$ cat src/rtl/pipe_skid_reg.sv
// Parametrised pipeline stage register with a valid/ready handshake and a 2-entry skid buffer.
// Every output comes straight from a flop, so upstream stalls never see downstream ready combinationally.
module pipe_skid_reg #(
    parameter int                DATA_W    = 160,
    parameter int                NOP_LSB   = 128,
    parameter int                NOP_W     = 32,
    parameter logic [DATA_W-1:0] RESET_VAL = {DATA_W{1'b0}},
    parameter int                CNT_W     = 16
) (
    input  logic              Clk,
    input  logic              Reset,
    input  logic              Clr,
    input  logic              In_Valid,
    output logic              In_Ready,
    input  logic [DATA_W-1:0] In_Data,
    output logic              Out_Valid,
    input  logic              Out_Ready,
    output logic [DATA_W-1:0] Out_Data,
    output logic [1:0]        Occupancy,
    output logic [CNT_W-1:0]  Stall_Cnt
);

    // Bit mask that selects the instruction field cleared on a flush.
    function automatic logic [DATA_W-1:0] nop_mask();
        logic [DATA_W-1:0] mask;
        for (int i = 0; i < DATA_W; i++) begin
            mask[i] = (i >= NOP_LSB) && (i < NOP_LSB + NOP_W);
        end
        return mask;
    endfunction

    localparam logic [DATA_W-1:0] NOP_MASK = nop_mask();
    localparam logic [CNT_W-1:0]  CNT_MAX  = {CNT_W{1'b1}};
    localparam logic [CNT_W-1:0]  CNT_ONE  = CNT_W'(1);

    logic [DATA_W-1:0] m_data_r, m_data_s;
    logic [DATA_W-1:0] s_data_r, s_data_s;
    logic              mv_r, mv_s;
    logic              sv_r, sv_s;
    logic              in_ready_r;
    logic [1:0]        occ_r, occ_s;
    logic [CNT_W-1:0]  stall_cnt_r, stall_cnt_s;
    logic              in_fire_s, out_fire_s, m_free_s;

    // Next-state selection for the main/skid entries and the stall counter.
    always_comb begin
        in_fire_s   = In_Valid & ~sv_r;
        out_fire_s  = mv_r & Out_Ready;
        m_free_s    = ~mv_r | out_fire_s;
        m_data_s    = m_data_r;
        s_data_s    = s_data_r;
        mv_s        = mv_r;
        sv_s        = sv_r;
        stall_cnt_s = stall_cnt_r;

        if (Clr) begin
            // Bubble: keep the rest of the payload, zero the instruction so it decodes as NOP.
            mv_s     = 1'b0;
            sv_s     = 1'b0;
            m_data_s = m_data_r & ~NOP_MASK;
        end else if (m_free_s) begin
            if (sv_r) begin
                m_data_s = s_data_r;
                mv_s     = 1'b1;
                if (in_fire_s) begin
                    s_data_s = In_Data;
                    sv_s     = 1'b1;
                end else begin
                    sv_s     = 1'b0;
                end
            end else if (in_fire_s) begin
                m_data_s = In_Data;
                mv_s     = 1'b1;
                sv_s     = 1'b0;
            end else begin
                mv_s     = 1'b0;
                sv_s     = 1'b0;
            end
        end else begin
            if (in_fire_s) begin
                s_data_s = In_Data;
                sv_s     = 1'b1;
            end else begin
                sv_s     = sv_r;
            end
        end

        if (!Clr && mv_r && !Out_Ready && (stall_cnt_r != CNT_MAX)) begin
            stall_cnt_s = stall_cnt_r + CNT_ONE;
        end else begin
            stall_cnt_s = stall_cnt_r;
        end

        occ_s = {1'b0, mv_s} + {1'b0, sv_s};
    end

    // State registers; In_Ready and Occupancy are precomputed so they leave the block as flops.
    always_ff @(posedge Clk) begin
        if (Reset) begin
            m_data_r    <= RESET_VAL;
            s_data_r    <= {DATA_W{1'b0}};
            mv_r        <= 1'b0;
            sv_r        <= 1'b0;
            in_ready_r  <= 1'b1;
            occ_r       <= 2'd0;
            stall_cnt_r <= {CNT_W{1'b0}};
        end else begin
            m_data_r    <= m_data_s;
            s_data_r    <= s_data_s;
            mv_r        <= mv_s;
            sv_r        <= sv_s;
            in_ready_r  <= ~sv_s;
            occ_r       <= occ_s;
            stall_cnt_r <= stall_cnt_s;
        end
    end

    assign In_Ready  = in_ready_r;
    assign Out_Valid = mv_r;
    assign Out_Data  = m_data_r;
    assign Occupancy = occ_r;
    assign Stall_Cnt = stall_cnt_r;

endmodule
$ cat config.mk
export PLATFORM = sky130hd
export DESIGN_NAME = pipe_skid_reg
export DESIGN_NICKNAME = d
export VERILOG_FILES = /design/src/rtl/pipe_skid_reg.sv
export SDC_FILE = /design/constraint.sdc
export NUM_CORES = 1
export LEC_CHECK = 0
export CAP_MARGIN = 40
export CORE_ASPECT_RATIO = 0.7
export CORE_MARGIN = 3
export CORE_UTILIZATION = 55
export CTS_CLUSTER_DIAMETER = 60
export DETAILED_ROUTE_END_ITERATION = 16
export DONT_BUFFER_PORTS = 1
export PLACE_DENSITY = 0.81
export SLEW_MARGIN = 20
export SYNTH_ARGS = -nofsm -noshare
export SYNTH_HDL_FRONTEND = slang
export SYNTH_SLANG_ARGS = --single-unit
$ cat constraint.sdc
create_clock -name Clk -period 2.95 [get_ports Clk]
set_input_delay 0.7375 -clock Clk [delete_from_list [all_inputs] [get_ports Clk]]
set_output_delay 0.7375 -clock Clk [all_outputs]
set_load 0.05 [all_outputs]
==> results of run 1 <==
==> metrics by stage <==
stage	util [%]	hold slack [ns]	std cells	worst slack, ns	total power [mW]
3_3_place_gp	58.22	0.4364	1734	0.4226	5.889
6_report	62.63	0.2708	1787	0.6304	9.909
2_1_floorplan	-	0.4360	1523	0.4051	5.839
3_5_place_dp	58.22	0.4408	1734	0.3576	5.913
5_1_grt	62.63	0.2339	1787	0.5276	10.22
4_1_cts	62.63	0.2397	1787	0.6498	9.982
==> power by group through the flow <==
| stage | Sequential [mW] | Combinational (mW) | Clock [mW] |
|---|---|---|---|
| after floorplan | 5.44 | 0.399 | 0 |
| after global placement | 5.49 | 0.400 | 0 |
| after detailed placement | 5.49 | 0.420 | 0 |
| after CTS | 5.39 | 0.425 | 4.17 |
| after global routing | 5.41 | 0.484 | 4.33 |
| final | 5.39 | 0.422 | 4.10 |
==> layout make-up <==
class	instances	area (µm²)
Multi-Input combinational cell	1049	5987
Clock buffer	41	853.3
Tap cell	312	390.4
Clock inverter	12	170.2
Fill cell	1903	8667
Timing Repair Buffer	27	277.8
Inverter	5	18.77
Sequential cell	341	6830
==> final timing paths <==
path	start	to	slack [ns]
min reg2reg	s_data_r[133]	s_data_r[133]	0.45
max reg2reg	Stall_Cnt[2]	Stall_Cnt[14]	0.63
max	Stall_Cnt[2]	Stall_Cnt[14]	0.63
min	Reset	Out_Data[119]	0.27
==> state kept, by name, indices dropped and copies added, names as in the netlist <==
signal     cells
s_data_r     160
In_Ready       1
Occupancy      2
Stall_Cnt     16
Out_Valid      1
Out_Data     160
sv_r           1
==> logic make-up after synthesis <==
family,Yosys count
flip-flops,341
buffers and inverters,133
multiplexers,164
AO/OA/AOI/OAI,343
adder cells (fa/ha/maj),2
AND/OR/NAND/NOR,540
==> layout by cell type (no fill, tap or decap), drive strengths merged <==
cell type and instances:
a211oi 160, a21oi 170, and2 1, and3 1, and4 1, buf 27, bufinv 4, clkbuf 41
clkinv 5, clkinvlp 1, dfxtp 341, ha 2, inv 7, mux2 4, mux2i 160, nand2 325
nand3 5, nand3b 2, nand4 4, nor2 171, nor2b 5, nor3 3, nor3b 3, nor4 4
nor4b 1, o21ai 6, o311ai 1, o31ai 5, o41ai 1, or2 4, or3 3, or3b 1
or4 6
==> per-layer routing <==
metal | global-route usage (%) | vias to the layer above | part of all wire, %
met5 | 0 | - | 0
met1 | 28.61 | 4799 | 39
met4 | 6.436 | 0 | 2.4
li1 | - | 5123 | -
met3 | 10.90 | 61 | 12
met2 | 39.14 | 351 | 46
==> flow_summary.ini, run 1 <==
[pwr]
p_comb_share_pct = 4.3
clkPwrFrac_pct = 41.4
seqPwrFrac_pct = 54.4
ir_drop_uv = 585.5
p_per_area_nw_per_um2 = 682.1
power.switching_mw = 2.594
p_sw_share_pct = 26.18
intPower_mw = 7.315
p_leak_nw = 4.609

[synthesis]
synth.distinct_cells = 33
synth_top_family_by_area = simple AND/OR/NAND/NOR gates
synthAdderAreaFrac_pct = 0.1882
yosys.area_share.simple_pct = 16.19
synthMuxAreaShare_pct = 12.38
synth_top_area_share_pct = 51.34
async_reset_ff_share_pct = 0
yosysSeqAreaShare_pct = 51.34
synth_edf_count = 0
synth_area_leaders = dfxtp_1 51%, mux2i_1 12%, nand2_1 9.2%, a211oi_1 9.0%, a21oi_1 6.4%
syn-cell-area_um2 = 13300
synthCells = 1523
synthTopCellsByCount = 341 x dfxtp_1, 325 x nand2_1, 171 x nor2_1
synth_compound_area_share_pct = 16.07
synth_fp_nets = 1690
avgSynthCellArea_um2 = 8.731
ys.flop_type = dfxtp_1
synth_xor_xnor_area_share_pct = 0
ys_seq_elements = 341
yosysTopAreaCell = dfxtp_1
synth.most_common_cell = dfxtp_1
ys_warn_count = 0

[timing]
relSlewSlack_pct = 35.89
setup_viol = 0
layout_worst_path_cycle_share_pct = 78.63
worst_pin_slew_ns = 0.9616
hold_viol = 0
tns_ns = 0
grt_setup_unrepaired = no
max_freq_ghz = 0.4311
fin_worst_skew_ns = 0.008513
period_needed_ns = 2.320
final_max_slew_viol_count = 0

[hold_path]
worstHoldPathType = in2reg
min_path_cells = 1

[detailed_routing]
post-route-drc-count = 0
wirelength_um = 33440
wl_per_cell_um = 18.71
vias = 10330
drtPass1Iterations = 5
ant_nets = 0
drt-vias-per-instance = 5.783
drt_iter0_markers = 664

[critical_path]
end_kind = register
cp_top_family = simple AND/OR/NAND/NOR gates
rr_worst_depth = 4
cp.required_ns = 3.40
path_buf_inv = 0
critical_path.cell_chain = nand4_1, or3_1, nor4b_1, mux2_2
criticalPathCategory = reg2reg
cp_data_arrival_time_ns = 2.77
cpPeakStageDelay_ns = 0.74
slowest_stage = dfxtp_1
crit_cells = 4
cp-start-kind = register
crit_fanout = 7

[die]
initial_core_util_pct = 57.33
ios = 345
die_y_um = 136.1
core-area_um2 = 23190
dieWidth_um = 191.9
row_count = 46
dieArea_um2 = 26110

[clocking]
cts_root_buffer = clkbuf_16
cts_tree = done
cts-buffers-inserted = 31
clk_pin_slew_ns = 0.06
post_cts_buffers = 0
post_cts_resized = 0
clockBufferDepth = 3
cts_hold_buf = 0
clk-insertion-delay-late_ns = 0.56
htreeDepth = 1
cts.sink_count = 341

[cells_and_area]
drive_above_1_share_pct = 5.898
fin_area_um2 = 14530
diodes = 0
area_growth_pct = 9.249
nets = 1622

[placement]
hpwl_um = 21150
place_congestion = 0.8230
dpl_cell_area_um2 = 13500
io_buffer_count = 0

[flow_run]
maxCapViolCount = 0

[global_route]
track_usage_pct = 23.93
grt_pass1_vias = 9635
grt_max_degree = 313
antenna_found_initial = 0
grt_pass1_wl_um = 50920
grt_remaining_overflow = 0

[status]
status = completed
Note: power is estimated with default switching activity, not from simulation.
==> run 2, diff against run 1 <==
Settings changed: PLACE_DENSITY 0.81 to 0.84.
Clock period 2.95 ns to 2.1 ns, I/O delays scaled along.
==> run 2 against run 1 <==
First-iteration DRC count is 10% higher. Critical endpoint is now Stall_Cnt[13]. Cell area is 2.8% higher. Maximum frequency is 11% higher. Highest routed layer unchanged. Sequential power is 40% higher. Critical path depth stayed put. Routed wire length is 1.1% higher. Largest cell class unchanged. Worst hold slack worse by 0.17 ns.
==> flow_summary.ini, run 2 (synthesized netlist as in run 1, its figures left out) <==
[status]
status = completed

[pwr]
ir_drop_uv = 777.7
p_leak_nw = 4.815
p_comb_share_pct = 4.3
power.switching_mw = 3.664
intPower_mw = 10.70
clkPwrFrac_pct = 43.0
p_sw_share_pct = 25.51
seqPwrFrac_pct = 52.7
p_per_area_nw_per_um2 = 961.3

[clocking]
htreeDepth = 2
cts.sink_count = 341
cts_root_buffer = clkbuf_16
cts_hold_buf = 0
cts_tree = done
clk-insertion-delay-late_ns = 0.50
clk_pin_slew_ns = 0.07
cts-buffers-inserted = 34
clockBufferDepth = 3

[timing]
setup_viol = 0
fin_worst_skew_ns = 0.01299
fin_hold_ws_ns = 0.1035
max_freq_ghz = 0.4803
relSlewSlack_pct = 34.38
hold_viol = 0
period_needed_ns = 2.082
final_max_slew_viol_count = 0
tns_ns = 0
worst_pin_slew_ns = 0.9843
layout_worst_path_cycle_share_pct = 99.14

[global_route]
track_usage_pct = 24.35
grt_pass1_vias = 9895
top_usage_layer = met2
grt_pass1_wl_um = 52030
use_met2_pct = 38.82
antenna_found_initial = 0
met1_usage_pct = 29.24
grt_remaining_overflow = 0
gr-usage-met3_pct = 11.52
grt_max_degree = 313

[die]
dieWidth_um = 191.9
ios = 345
dieArea_um2 = 26110
initial_core_util_pct = 57.33
die_y_um = 136.1
row_count = 46
core-area_um2 = 23190

[cells_and_area]
final_common_cell = dfxtp_1
diodes = 0
mostFrequentLayoutCells = 338 x dfxtp_1, 325 x nand2_1, 170 x nor2_1
area_growth_pct = 12.34
nets = 1647
drive_above_1_share_pct = 7.790
fill_cells = 1817
final_core_util_pct = 64.41

[critical_path]
path_common_cell = or4_4
rr_worst_depth = 4
cp-start-kind = register
criticalPathCategory = reg2reg
cp_top_family = simple AND/OR/NAND/NOR gates
r2r-start = Out_Valid
rr_endpoint = Stall_Cnt[13]
slowest_stage = or4_4
cp.required_ns = 2.53
crit_fanout = 8
cpPeakStageDelay_ns = 0.62
end_kind = register
path_buf_inv = 0
critical_path.cell_chain = or3b_4, or4_4, or4_4, a21oi_4
r2r_setup_slack_ns = 0.02
cp_data_arrival_time_ns = 2.51

[hold_path]
worstHoldPathType = in2reg
hold_start = Reset
min_path_cells = 1
hold-path-endpoint = s_data_r[132]

[placement]
hpwl_um = 22190
place_congestion = 0.8025
io_buffer_count = 0

[detailed_routing]
ant_nets = 0
drt_iter0_markers = 731
drtPass1Iterations = 7
drt-vias-per-instance = 5.840
wl_per_cell_um = 18.64
wirelength_um = 33820
vias = 10590
post-route-drc-count = 0

[flow_run]
maxCapViolCount = 0
==> run 2: worst max path at each step <==
stage | startpoint | to | depth (start not counted)
2_1_floorplan | Clr | Stall_Cnt[11] | 6
3_3_place_gp | Clr | Stall_Cnt[13] | 4
3_5_place_dp | Clr | Stall_Cnt[13] | 4
4_1_cts | Out_Valid | Stall_Cnt[13] | 4
5_1_grt | Out_Valid | Stall_Cnt[13] | 4
6_report | Out_Valid | Stall_Cnt[13] | 4
==> run 2: routing by layer <==
layer	vias up	part of all wire (%)	wire, µm
met5	-	0	0
met2	421	46	15680
li1	5164	-	-
met1	4927	38	12810
met4	0	2.9	971
met3	82	13	4357
==> run 2: what timing repair did <==
action	4_1_cts	5_1_grt
setup buffers	0	2
gates cloned	0	1
endpoints found under the setup margin	5	2
resized for setup	3	2
pin swaps	1	1
==> run 2: stage by stage <==
stage | std cells | cell area (µm²) | setup WS (ns) | total power [mW]
finish | 1814 | 14940 | 0.01805 | 14.36
global route | 1814 | 14940 | -0.004652 | 14.87
CTS | 1811 | 14900 | 0.007808 | 14.48
global placement | 1753 | 13760 | -0.3447 | 8.291
floorplan | 1523 | 13330 | -0.1996 | 8.203
detailed placement | 1753 | 13760 | -0.4360 | 8.329
==> run 2: cell type report <==
cell class	count	area, µm²	share of cell area (%)
well taps	312	390.4	2.613
inverters	5	18.77	0.1256
clock buffers	52	1022	6.843
repair buffers	48	523.0	3.501
clock inverters	6	115.1	0.7705
flip-flops and latches	341	6833	45.74
multi-input cells	1050	6037	40.41
==> run 2: power groups by stage <==
| stage | Combinational (mW) | Clock (mW) | Sequential (mW) |
|---|---|---|---|
| final | 0.618 | 6.17 | 7.57 |
| after global routing | 0.700 | 6.57 | 7.60 |
| after CTS | 0.616 | 6.28 | 7.57 |
| after detailed placement | 0.612 | 0 | 7.72 |
| after global placement | 0.582 | 0 | 7.71 |
| after floorplan | 0.561 | 0 | 7.64 |
==> run 2: worst reg2reg max path, cell delays in order (launching register included) <==
cell and delay (ns):
dfxtp_2 0.35, or3b_4 0.42, or4_4 0.62, or4_4 0.47, a21oi_4 0.16
